--- src/rtl/ccip_eth_csr_pkg.sv ---
// Shared definitions for the multi-lane Ethernet CSR block: CSR offsets,
// command/status bit positions, transaction engine states and constants.
package ccip_eth_csr_pkg;

  // CSR offsets as 8-byte word indices (mmio_addr[6:1]).
  localparam logic [5:0] OFF_DFH     = 6'h00;
  localparam logic [5:0] OFF_ID_L    = 6'h01;
  localparam logic [5:0] OFF_ID_H    = 6'h02;
  localparam logic [5:0] OFF_INIT    = 6'h05;
  localparam logic [5:0] OFF_CMD     = 6'h06;
  localparam logic [5:0] OFF_WDATA   = 6'h07;
  localparam logic [5:0] OFF_RDATA   = 6'h08;
  localparam logic [5:0] OFF_SCRATCH = 6'h09;
  localparam logic [5:0] OFF_STATUS  = 6'h0A;

  localparam logic [63:0] DFH_VALUE = 64'h1000_0000_0000_0001;

  // CMD register field positions.
  localparam int CMD_ADDR_LSB = 0;
  localparam int CMD_WR_BIT   = 16;
  localparam int CMD_RD_BIT   = 17;
  localparam int CMD_LANE_LSB = 20;

  // STATUS register bit positions.
  localparam int ST_BUSY     = 0;
  localparam int ST_DONE     = 1;
  localparam int ST_TIMEOUT  = 2;
  localparam int ST_ILLEGAL  = 3;
  localparam int ST_OVERRUN  = 4;

  // Read data returned when an Avalon access is abandoned.
  localparam logic [31:0] DEADBEEF = 32'hDEAD_BEEF;

  typedef enum logic [1:0] {
    IDLE    = 2'd0,
    ISSUE   = 2'd1,
    WAIT_RD = 2'd2
  } t_eth_txn_state;

  typedef struct packed {
    logic [2:0]  lane;
    logic        rd;
    logic        wr;
    logic [15:0] addr;
  } t_cmd;

  // Pull the command fields out of a raw MMIO write word.
  function automatic t_cmd decode_cmd(input logic [63:0] w);
    t_cmd c;
    c.lane = w[CMD_LANE_LSB +: 3];
    c.rd   = w[CMD_RD_BIT];
    c.wr   = w[CMD_WR_BIT];
    c.addr = w[CMD_ADDR_LSB +: 16];
    return c;
  endfunction

endpackage

--- src/rtl/ccip_eth_csr_mc_txn.sv ---
// Single-lane Avalon-MM transaction engine: issues one read or write,
// honours waitrequest, waits for readdatavalid and aborts on timeout.
module eth_csr_txn_fsm
  import ccip_eth_csr_pkg::*;
#(
  parameter int ADDR_W      = 16,
  parameter int DATA_W      = 32,
  parameter int TIMEOUT_CYC = 1024
) (
  input  logic              clk,
  input  logic              pck_cp2af_softReset_T1,
  input  logic              start,
  input  logic              start_wr,
  input  logic [ADDR_W-1:0] start_addr,
  input  logic [DATA_W-1:0] start_wdata,
  output logic [ADDR_W-1:0] av_address,
  output logic              av_write,
  output logic              av_read,
  output logic [DATA_W-1:0] av_writedata,
  input  logic [DATA_W-1:0] av_readdata,
  input  logic              av_waitrequest,
  input  logic              av_readdatavalid,
  output logic              busy,
  output logic              done,
  output logic              timed_out,
  output logic              rd_valid,
  output logic [DATA_W-1:0] rd_data
);

  localparam int CNT_W = $clog2(TIMEOUT_CYC);
  localparam logic [CNT_W-1:0] CNT_LAST = CNT_W'(TIMEOUT_CYC - 1);

  t_eth_txn_state state_q, state_d;
  logic              wr_q;
  logic [ADDR_W-1:0] addr_q;
  logic [DATA_W-1:0] wdata_q;
  logic [CNT_W-1:0]  cnt_q;
  logic              cnt_expired;

  assign cnt_expired = (cnt_q == CNT_LAST);

  // State register; the async reset drops the strobes immediately.
  // NOTE: sequential state uses non-blocking assignments so every flop
  // samples pre-edge values regardless of process ordering.
  always_ff @(posedge clk or posedge pck_cp2af_softReset_T1) begin
    if (pck_cp2af_softReset_T1) state_q <= IDLE;
    else                        state_q <= state_d;
  end

  // Latch the request at start and count cycles spent outside IDLE.
  always_ff @(posedge clk or posedge pck_cp2af_softReset_T1) begin
    if (pck_cp2af_softReset_T1) begin
      wr_q    <= 1'b0;
      addr_q  <= '0;
      wdata_q <= '0;
      cnt_q   <= '0;
    end else if (state_q == IDLE) begin
      if (start) begin
        wr_q    <= start_wr;
        addr_q  <= start_addr;
        wdata_q <= start_wdata;
        cnt_q   <= '0;
      end
    end else begin
      cnt_q <= cnt_q + 1'b1;
    end
  end

  // Next state, Avalon strobes and completion pulses.
  // NOTE: every output of this block gets a default first so no path
  // through the case statement can infer a latch.
  always_comb begin
    state_d   = state_q;
    av_write  = 1'b0;
    av_read   = 1'b0;
    done      = 1'b0;
    timed_out = 1'b0;
    rd_valid  = 1'b0;
    unique case (state_q)
      IDLE: begin
        if (start) state_d = ISSUE;
      end
      ISSUE: begin
        av_write = wr_q;
        av_read  = ~wr_q;
        if (!av_waitrequest) begin
          if (wr_q) begin
            state_d = IDLE;
            done    = 1'b1;
          end else begin
            state_d = WAIT_RD;
          end
        end else if (cnt_expired) begin
          state_d   = IDLE;
          done      = 1'b1;
          timed_out = 1'b1;
        end
      end
      WAIT_RD: begin
        if (av_readdatavalid) begin
          state_d  = IDLE;
          done     = 1'b1;
          rd_valid = 1'b1;
        end else if (cnt_expired) begin
          state_d   = IDLE;
          done      = 1'b1;
          timed_out = 1'b1;
        end
      end
      default: state_d = IDLE;
    endcase
  end

  assign busy         = (state_q != IDLE);
  assign av_address   = (state_q == ISSUE) ? addr_q : '0;
  assign av_writedata = av_write ? wdata_q : '0;
  assign rd_data      = av_readdata;

endmodule

--- src/rtl/ccip_eth_csr_mc.sv ---
// CCI-P MMIO CSR file for the multi-lane Ethernet AFU. Decodes MMIO
// accesses, returns read data two cycles later and steers indirect
// Ethernet register commands to one lane through a shared engine.
module ccip_eth_csr_mc
  import ccip_eth_csr_pkg::*;
#(
  parameter int          NUM_CH      = 2,
  parameter int          ETH_ADDR_W  = 16,
  parameter int          ETH_DATA_W  = 32,
  parameter int          TIMEOUT_CYC = 1024,
  parameter logic [63:0] AFU_ID_L    = 64'hB74F291AF34E1783,
  parameter logic [63:0] AFU_ID_H    = 64'h05189FE40676DD24
) (
  input  logic                         clk,
  input  logic                         pck_cp2af_softReset_T1,
  input  logic                         mmio_wr_en,
  input  logic                         mmio_rd_en,
  input  logic [15:0]                  mmio_addr,
  input  logic [8:0]                   mmio_tid,
  input  logic [63:0]                  mmio_wdata,
  output logic                         mmio_rsp_v,
  output logic [8:0]                   mmio_rsp_tid,
  output logic [63:0]                  mmio_rsp_data,
  output logic [NUM_CH*ETH_ADDR_W-1:0] eth_address,
  output logic [NUM_CH-1:0]            eth_write,
  output logic [NUM_CH-1:0]            eth_read,
  output logic [NUM_CH*ETH_DATA_W-1:0] eth_writedata,
  input  logic [NUM_CH*ETH_DATA_W-1:0] eth_readdata,
  input  logic [NUM_CH-1:0]            eth_waitrequest,
  input  logic [NUM_CH-1:0]            eth_readdatavalid,
  output logic [NUM_CH-1:0]            init_start,
  input  logic [NUM_CH-1:0]            init_done
);

  logic [5:0] csr_off;
  t_cmd       cmd_f;
  logic       cmd_illegal;
  logic       cmd_wr_hit;
  logic       txn_start;

  logic [NUM_CH-1:0] init_q, done_s1, done_s2;
  logic [63:0] cmd_q, wdata_q, rdata_q, scratch_q;
  logic        done_q, tmo_q, ill_q, ovr_q;
  logic [2:0]  lane_q;

  logic                  txn_busy, txn_done, txn_timed_out, txn_rd_valid;
  logic [ETH_ADDR_W-1:0] e_address;
  logic                  e_write, e_read;
  logic [ETH_DATA_W-1:0] e_writedata, e_readdata, e_rd_data;
  logic                  e_waitrequest, e_readdatavalid;

  logic [63:0] status_v, init_v, rd_mux;
  logic        rsp1_v;
  logic [8:0]  rsp1_tid;
  logic [63:0] rsp1_data;

  // Address bits outside the decoded window are deliberately ignored.
  logic unused_addr_bits;
  assign unused_addr_bits = ^{mmio_addr[15:7], mmio_addr[0]};

  assign csr_off     = mmio_addr[6:1];
  assign cmd_f       = decode_cmd(mmio_wdata);
  assign cmd_illegal = (cmd_f.wr == cmd_f.rd) || (int'(cmd_f.lane) >= NUM_CH);
  assign cmd_wr_hit  = mmio_wr_en && (csr_off == OFF_CMD);
  assign txn_start   = cmd_wr_hit && !txn_busy && !cmd_illegal;

  // Two-flop synchroniser for the per-lane init_done inputs.
  always_ff @(posedge clk or posedge pck_cp2af_softReset_T1) begin
    if (pck_cp2af_softReset_T1) begin
      done_s1 <= '0;
      done_s2 <= '0;
    end else begin
      done_s1 <= init_done;
      done_s2 <= done_s1;
    end
  end

  // CSR write decode and status bookkeeping.
  always_ff @(posedge clk or posedge pck_cp2af_softReset_T1) begin
    if (pck_cp2af_softReset_T1) begin
      init_q    <= '0;
      cmd_q     <= '0;
      wdata_q   <= '0;
      rdata_q   <= '0;
      scratch_q <= '0;
      done_q    <= 1'b0;
      tmo_q     <= 1'b0;
      ill_q     <= 1'b0;
      ovr_q     <= 1'b0;
      lane_q    <= '0;
    end else begin
      if (mmio_wr_en) begin
        unique case (csr_off)
          OFF_INIT: begin
            for (int i = 0; i < NUM_CH; i++) init_q[i] <= mmio_wdata[2*i];
          end
          OFF_CMD: begin
            cmd_q <= mmio_wdata;
            if (txn_busy) begin
              ovr_q <= 1'b1;
            end else begin
              done_q <= 1'b0;
              tmo_q  <= 1'b0;
              ill_q  <= cmd_illegal;
            end
          end
          OFF_WDATA:   wdata_q   <= mmio_wdata;
          OFF_SCRATCH: scratch_q <= mmio_wdata;
          OFF_STATUS:  if (mmio_wdata[ST_OVERRUN]) ovr_q <= 1'b0;
          default: ;
        endcase
      end
      if (txn_start)     lane_q  <= cmd_f.lane;
      if (txn_done)      done_q  <= 1'b1;
      if (txn_timed_out) tmo_q   <= 1'b1;
      if (txn_rd_valid)  rdata_q <= 64'(e_rd_data);
      else if (txn_timed_out) rdata_q <= 64'(DEADBEEF);
    end
  end

  // Assemble the composite INIT and STATUS read views.
  always_comb begin
    init_v   = '0;
    status_v = '0;
    for (int i = 0; i < NUM_CH; i++) begin
      init_v[2*i]   = init_q[i];
      init_v[2*i+1] = done_s2[i];
    end
    status_v[ST_BUSY]    = txn_busy;
    status_v[ST_DONE]    = done_q;
    status_v[ST_TIMEOUT] = tmo_q;
    status_v[ST_ILLEGAL] = ill_q;
    status_v[ST_OVERRUN] = ovr_q;
  end

  // CSR read multiplexer.
  always_comb begin
    rd_mux = '0;
    unique case (csr_off)
      OFF_DFH:     rd_mux = DFH_VALUE;
      OFF_ID_L:    rd_mux = AFU_ID_L;
      OFF_ID_H:    rd_mux = AFU_ID_H;
      OFF_INIT:    rd_mux = init_v;
      OFF_CMD:     rd_mux = cmd_q;
      OFF_WDATA:   rd_mux = wdata_q;
      OFF_RDATA:   rd_mux = rdata_q;
      OFF_SCRATCH: rd_mux = scratch_q;
      OFF_STATUS:  rd_mux = status_v;
      default:     rd_mux = '0;
    endcase
  end

  // Two-stage read response pipeline; one read accepted every cycle.
  // NOTE: the data stages are reset as well so the response bus reads
  // zero out of reset rather than stale contents.
  always_ff @(posedge clk or posedge pck_cp2af_softReset_T1) begin
    if (pck_cp2af_softReset_T1) begin
      rsp1_v        <= 1'b0;
      rsp1_tid      <= '0;
      rsp1_data     <= '0;
      mmio_rsp_v    <= 1'b0;
      mmio_rsp_tid  <= '0;
      mmio_rsp_data <= '0;
    end else begin
      rsp1_v        <= mmio_rd_en;
      rsp1_tid      <= mmio_tid;
      rsp1_data     <= rd_mux;
      mmio_rsp_v    <= rsp1_v;
      mmio_rsp_tid  <= rsp1_tid;
      mmio_rsp_data <= rsp1_data;
    end
  end

  // Select the active lane's slave-side inputs.
  always_comb begin
    e_waitrequest   = 1'b0;
    e_readdatavalid = 1'b0;
    e_readdata      = '0;
    for (int i = 0; i < NUM_CH; i++) begin
      if (lane_q == 3'(i)) begin
        e_waitrequest   = eth_waitrequest[i];
        e_readdatavalid = eth_readdatavalid[i];
        e_readdata      = eth_readdata[i*ETH_DATA_W +: ETH_DATA_W];
      end
    end
  end

  // Route the engine's request onto the active lane; others stay 0.
  always_comb begin
    eth_address   = '0;
    eth_write     = '0;
    eth_read      = '0;
    eth_writedata = '0;
    for (int i = 0; i < NUM_CH; i++) begin
      if (lane_q == 3'(i)) begin
        eth_address[i*ETH_ADDR_W +: ETH_ADDR_W]   = e_address;
        eth_write[i]                              = e_write;
        eth_read[i]                               = e_read;
        eth_writedata[i*ETH_DATA_W +: ETH_DATA_W] = e_writedata;
      end
    end
  end

  assign init_start = init_q;

  eth_csr_txn_fsm #(
    .ADDR_W      (ETH_ADDR_W),
    .DATA_W      (ETH_DATA_W),
    .TIMEOUT_CYC (TIMEOUT_CYC)
  ) u_txn (
    .clk                    (clk),
    .pck_cp2af_softReset_T1 (pck_cp2af_softReset_T1),
    .start                  (txn_start),
    .start_wr               (cmd_f.wr),
    .start_addr             (ETH_ADDR_W'(cmd_f.addr)),
    .start_wdata            (wdata_q[ETH_DATA_W-1:0]),
    .av_address             (e_address),
    .av_write               (e_write),
    .av_read                (e_read),
    .av_writedata           (e_writedata),
    .av_readdata            (e_readdata),
    .av_waitrequest         (e_waitrequest),
    .av_readdatavalid       (e_readdatavalid),
    .busy                   (txn_busy),
    .done                   (txn_done),
    .timed_out              (txn_timed_out),
    .rd_valid               (txn_rd_valid),
    .rd_data                (e_rd_data)
  );

endmodule
--- config.mk ---
export PLATFORM = sky130hd
export DESIGN_NAME = ccip_eth_csr_mc
export DESIGN_NICKNAME = d
export VERILOG_FILES = /design/src/rtl/ccip_eth_csr_pkg.sv /design/src/rtl/ccip_eth_csr_mc_txn.sv /design/src/rtl/ccip_eth_csr_mc.sv
export SDC_FILE = /design/constraint.sdc
export NUM_CORES = 1
export LEC_CHECK = 0
export CAP_MARGIN = 20
export CELL_PAD_IN_SITES_DETAIL_PLACEMENT = 1
export CELL_PAD_IN_SITES_GLOBAL_PLACEMENT = 1
export CORE_MARGIN = 10
export CORE_UTILIZATION = 39
export CTS_CLUSTER_DIAMETER = 60
export DETAILED_ROUTE_END_ITERATION = 16
export PLACE_DENSITY = 0.78
export SYNTH_ARGS = -nofsm -noshare
export SYNTH_HDL_FRONTEND = slang
export SYNTH_HIERARCHICAL = 1
export SYNTH_SLANG_ARGS = --single-unit
--- constraint.sdc ---
create_clock -name clk -period 13.75 [get_ports clk]
set_input_delay 2.75 -clock clk [delete_from_list [all_inputs] [get_ports clk]]
set_output_delay 2.75 -clock clk [all_outputs]
set_load 0.02 [all_outputs]
[Word level (Yosys, flattened, before mapping)]
Cells that the tools add are included.
Widths: inputs -> output; s select.
Operators by class
  add/sub/neg operators: 1
  magnitude comparators: 1
  equal/unequal tests: 18
  muxes and demuxes: 47
  bitwise gates (word level): 2
  reductions and logical operators: 25
Operators by type and width (number)
  $pmux 64 s9: 1
  $mux 32: 5
  $mux 64: 2
  $mux 16: 3
  $mux 1: 25
  $mux 10: 2
  $eq 6x3->1 const B: 3
  $eq 6x4->1 const B: 3
  $reduce_bool 2->1: 7
  $add 10x1->10 const B: 1
  $eq 10x10->1 const B: 1
  $mux 2: 5
  $reduce_and 2->1: 5
  $reduce_and 3->1: 3
  $eq 6x1->1 const B: 1
  $eq 6x2->1 const B: 1
  $logic_not 6->1: 1
  $ne 2x2->1 const B: 3
  $pmux 1 s2: 3
  $pmux 2 s3: 1
  $ne 2x1->1 const B: 2
  $reduce_and 4->1: 1
  $eq 3x1->1 const B: 1
  $ge 3x2->1 const B: 1
  other kinds (9): 13
Word-level totals
  bits in registers: 478
  input port bits: 163
  word-level logic and storage cells: 117

[Depth between registers and ports, before layout]
  word-level depth: 7
  gate-level depth with buffers: 11
  mapped depth without buffers: 8

[Modules after synthesis]
The synthesis kept the hierarchy.
By module, submodules not included
  ccip_eth_csr_mc: times used 1, cells each 1152, area an instance 15818.9 µm²
  eth_csr_txn_fsm: times used 1, cells each 272, area an instance 3178.0 µm²

[Worst setup path after synthesis]
No wires, ideal clock.
  kind: input to register
  start point: input mmio_addr[4]
  end point: register u_txn.addr_q[0]
  setup time: 125 ps
  data arrival time: 4271 ps
  path slack: 9355 ps
  stages: 9
  path through: buf_6 > and2b_1 > buf_2 > nand4b_1 > nor2_1 > buf_2 > nand2_4 > buf_6 > mux2_2
Between the ends
  word-level cells in the longest chain between the ends: 5
Ends and longest elaborated chain
  start, declared: line ccip_eth_csr_mc.sv:18  | input logic [15:0] mmio_addr,
  $eq 6x3->1: line ccip_eth_csr_mc.sv:64  | assign cmd_wr_hit = mmio_wr_en && (csr_off == OFF_CMD);
  $logic_and 1x1->1: line ccip_eth_csr_mc.sv:64
  $logic_and 1x1->1 (2 in series): line ccip_eth_csr_mc.sv:65  | assign txn_start = cmd_wr_hit && !txn_busy && !cmd_illegal;
  named net txn_start: line ccip_eth_csr_mc.sv:39  | logic txn_start;
  $reduce_and 2->1 (no line)
  end signal, assigned: line ccip_eth_csr_mc_txn.sv:60  | addr_q <= start_addr;
  end, declared: line ccip_eth_csr_mc_txn.sv:35  | logic [ADDR_W-1:0] addr_q;
The timed path passes the listed nets, and every way through them passes these cells.
A chain may end at the register's enable or synchronous reset.

==> results.json <==
{
  "ys_seq_area_share_pct": 58.7,
  "placed_area_um2": 22400,
  "num_vias": 12300,
  "synthTopCellsByArea": "dfrtp_1 (59%), mux2_4 (10%), mux2_2 (5.6%)",
  "first_iter_violations": 691,
  "ctsHoldBuffers": 0,
  "numCtsBuffers": 51,
  "area_growth_pct": 26.8,
  "ir_drop_mv": 0.0957,
  "avgSynthCellArea_um2": 13.3,
  "hpwlAfterDp_um": 37600,
  "seq_power_share_pct": 48.0,
  "r2r_start": "u_txn/state_q[0]",
  "yosysWarningCount": 6,
  "fin_nets": 1863,
  "clock_sinks": 446,
  "post_synth_xor_area_fraction_pct": 0.138,
  "p_int_uw": 2460,
  "cts_resized": 0,
  "required_ps": 14200,
  "slew_violations": 0,
  "path_class": "in2reg",
  "path_clk_slew_ps": 60,
  "top_level_ports": 339,
  "hold_class": "reg2reg",
  "post_cts_buffers": 0,
  "grt_pass1_vias": 13800,
  "drcViolationCount": 0,
  "tns_ps": 0,
  "min_from": "rsp1_data[60]",
  "synth_compound_area_share_pct": 7.84,
  "cts_tree": "yes",
  "outcome": "complete, no violations",
  "worst_hold_slack_ps": 343,
  "die_x_um": 241,
  "drive_gt1_share_pct": 19.7,
  "rsz0062_at_grt": "false",
  "firstDrtPassIters": 4,
  "ys_ff_latch": 446,
  "synth_simple_gate_area_share_pct": 10.8,
  "cts_max_path_buffers": 3,
  "netSwitchingPower_uw": 788,
  "routedWlPerCell_um": 24.2,
  "dieArea_um2": 57900,
  "synth.area.mux_share_pct": 17.2,
  "grt_use_total_pct": 19.4,
  "total_power_uw": 3240,
  "rrSetupSlack_ps": 10590,
  "endpoint_kind": "flip-flop",
  "synth_top_area_share_pct": 58.7,
  "overflow": 0,
  "ys_async_sr_fraction_pct": 100,
  "slew-limit-headroom_pct": 26.9,
  "synth-edff-count": 0,
  "synth_top_family_by_area": "multiplexers",
  "core_area_um2": 47900,
  "htree_num_levels": 2,
  "synthAdderAreaFrac_pct": 0.329,
  "swShare_pct": 24.3,
  "r2r-end": "u_txn/wdata_q[27]",
  "num_rows": 80,
  "drt_wl_total_um": 56800,
  "clkPwrFrac_pct": 41.9,
  "critPathLaunchType": "primary input",
  "setup_viol": 0,
  "path_max_fanout": 55,
  "clock_latency_ps": 590,
  "powerDensity_nw_per_um2": 135,
  "fmax_ghz": 0.164,
  "worst_pin_slew_ps": 1100,
  "ys.flop_type": "dfrtp_1",
  "cellLeakagePower_uw": 0.0116,
  "hold_end": "mmio_rsp_data[60]",
  "fin_ws_ps": 7660,
  "yosysUniqueCellTypes": 55,
  "yosysTopAreaCell": "dfrtp_1",
  "holdPathStages": 0,
  "dieHeight_um": 241,
  "cp.arrival_ps": 6540,
  "min_period_ps": 6090,
  "antenna_found_initial": 1,
  "finalCritPeriodShare_pct": 44.3,
  "syn_area_um2": 19000,
  "drtAntennaViolNets": 0,
  "cts-root-buf": "clkbuf_16",
  "synthesis.nets": 1592,
  "p_comb_share_pct": 10.0,
  "io_buffer_count": 328,
  "place.gp.congestion": 0.793,
  "synthesis.instances": 1424,
  "n_antenna_cell": 0,
  "vias_per_cell": 5.24,
  "cap_violations": 0,
  "initial_core_util_pct": 39.6,
  "r2r_cells": 7,
  "grt_max_degree": 163,
  "design_area_um2": 24100,
  "grt_first_pass_wirelength_um": 86100,
  "hold_viol_final": 0,
  "pre_cts_ws_ps": 7060,
  "finalClockSkew_ps": 16.8
}
[worst max-delay path, stage by stage]
cell and delay (ps):
clkdlybuf4s50_1 460, buf_4 340, and2b_1 470, and3_2 240
buf_4 690, nand2_4 570, buf_4 560, mux2_4 390
[area by class of cell]
cell class,count,area (um2)
Clock buffer,81,1560
Clock inverter,12,136
Fill cell,4792,23900
Inverter,20,82.6
Multi-Input combinational cell,829,6930
Sequential cell,446,11200
Tap cell,615,769
Timing Repair Buffer,347,3460
[cell families (layout without fill, tap and decap cells)]
group                      Yosys count  count (layout)
AOI/OAI and AO/OA                  205             205
xor gates and xnor gates             3               3
adders and majority gates            5               5
buffers and inverters              149             460
DFF                                446             446
muxes                              248             248
and+or+nand+nor                    368             368
[Yosys cell counts, types with 5 or more instances]
| cell type | count |
|---|---|
| a221o_1 | 16 |
| nor2b_1 | 12 |
| ha_1 | 5 |
| buf_6 | 28 |
| a22o_1 | 38 |
| a221oi_1 | 7 |
| and2_1 | 122 |
| mux2_2 | 94 |
| nand2_1 | 99 |
| nor2_1 | 30 |
| mux2_1 | 21 |
| o21ai_0 | 48 |
| inv_1 | 20 |
| nand2b_1 | 14 |
| a22oi_1 | 52 |
| dfrtp_1 | 446 |
| nand4_1 | 11 |
| buf_2 | 16 |
| clkbuf_1 | 47 |
| a21oi_1 | 17 |
| mux2_4 | 130 |
| and3_1 | 39 |
| nand3_1 | 18 |
| o2bb2ai_1 | 9 |
| buf_4 | 36 |
[state kept, by name (all words and copies together), names as in the netlist, 3 cells and up]
name	cells
cmd_q	64
mmio_rsp_data	64
rsp1_data	64
scratch_q	64
wdata_q	64
rdata_q	32
u_txn/wdata_q	32
u_txn/addr_q	16
u_txn/cnt_q	10
mmio_rsp_tid	9
rsp1_tid	9
lane_q	3
[layout by cell type (no fill, tap or decap), types with 13 or more instances in the layout]
| master | count |
|---|---|
| nor2_1 | 30 |
| nand3_1 | 18 |
| nand2_1 | 99 |
| and3_1 | 37 |
| mux2_1 | 21 |
| inv_1 | 18 |
| a22oi_1 | 52 |
| clkbuf_8 | 13 |
| clkbuf_1 | 15 |
| o21ai_0 | 48 |
| clkbuf_16 | 53 |
| nand2b_1 | 14 |
| and2_1 | 120 |
| dfrtp_1 | 446 |
| buf_4 | 17 |
| a221o_1 | 16 |
| mux2_4 | 130 |
| mux2_2 | 94 |
| clkdlybuf4s50_1 | 328 |
| a21oi_1 | 17 |
| a22o_1 | 38 |
[power by group through the flow]
stage / Clock [uW] / Combinational (uW) / Sequential, uW
2_1_floorplan: 0 / 211 / 1550
3_3_place_gp: 0 / 312 / 1570
3_5_place_dp: 0 / 327 / 1580
4_1_cts: 1400 / 330 / 1560
5_1_grt: 1450 / 360 / 1580
6_report: 1360 / 325 / 1560
[per-layer routing]
metal / up-vias / track usage, % / wire (um)
met4: 2 / 5.02 / 1090
met3: 62 / 4.08 / 3030
met5: - / 0 / 7
met2: 279 / 34.6 / 29600
li1: 5474 / - / -
met1: 6496 / 23.3 / 23100
[per-stage QoR]
step	util, %	std cells
final	50.3	2350
after CTS	50.2	2349
after floorplan	-	1424
after global placement	46.7	2256
after detailed placement	46.7	2256
after global routing	50.3	2350
[worst max path at each step]
stage / startpoint / end / cells past startpoint
after detailed placement: mmio_addr[3] / wdata_q[32] / 8
after global placement: mmio_addr[3] / wdata_q[53] / 8
after floorplan: pck_cp2af_softReset_T1 / cmd_q[0] / 1
after CTS: mmio_addr[3] / wdata_q[32] / 8
final: mmio_addr[3] / wdata_q[32] / 8
after global routing: mmio_addr[3] / wdata_q[32] / 8
Note: power is estimated with default switching activity, not from simulation.
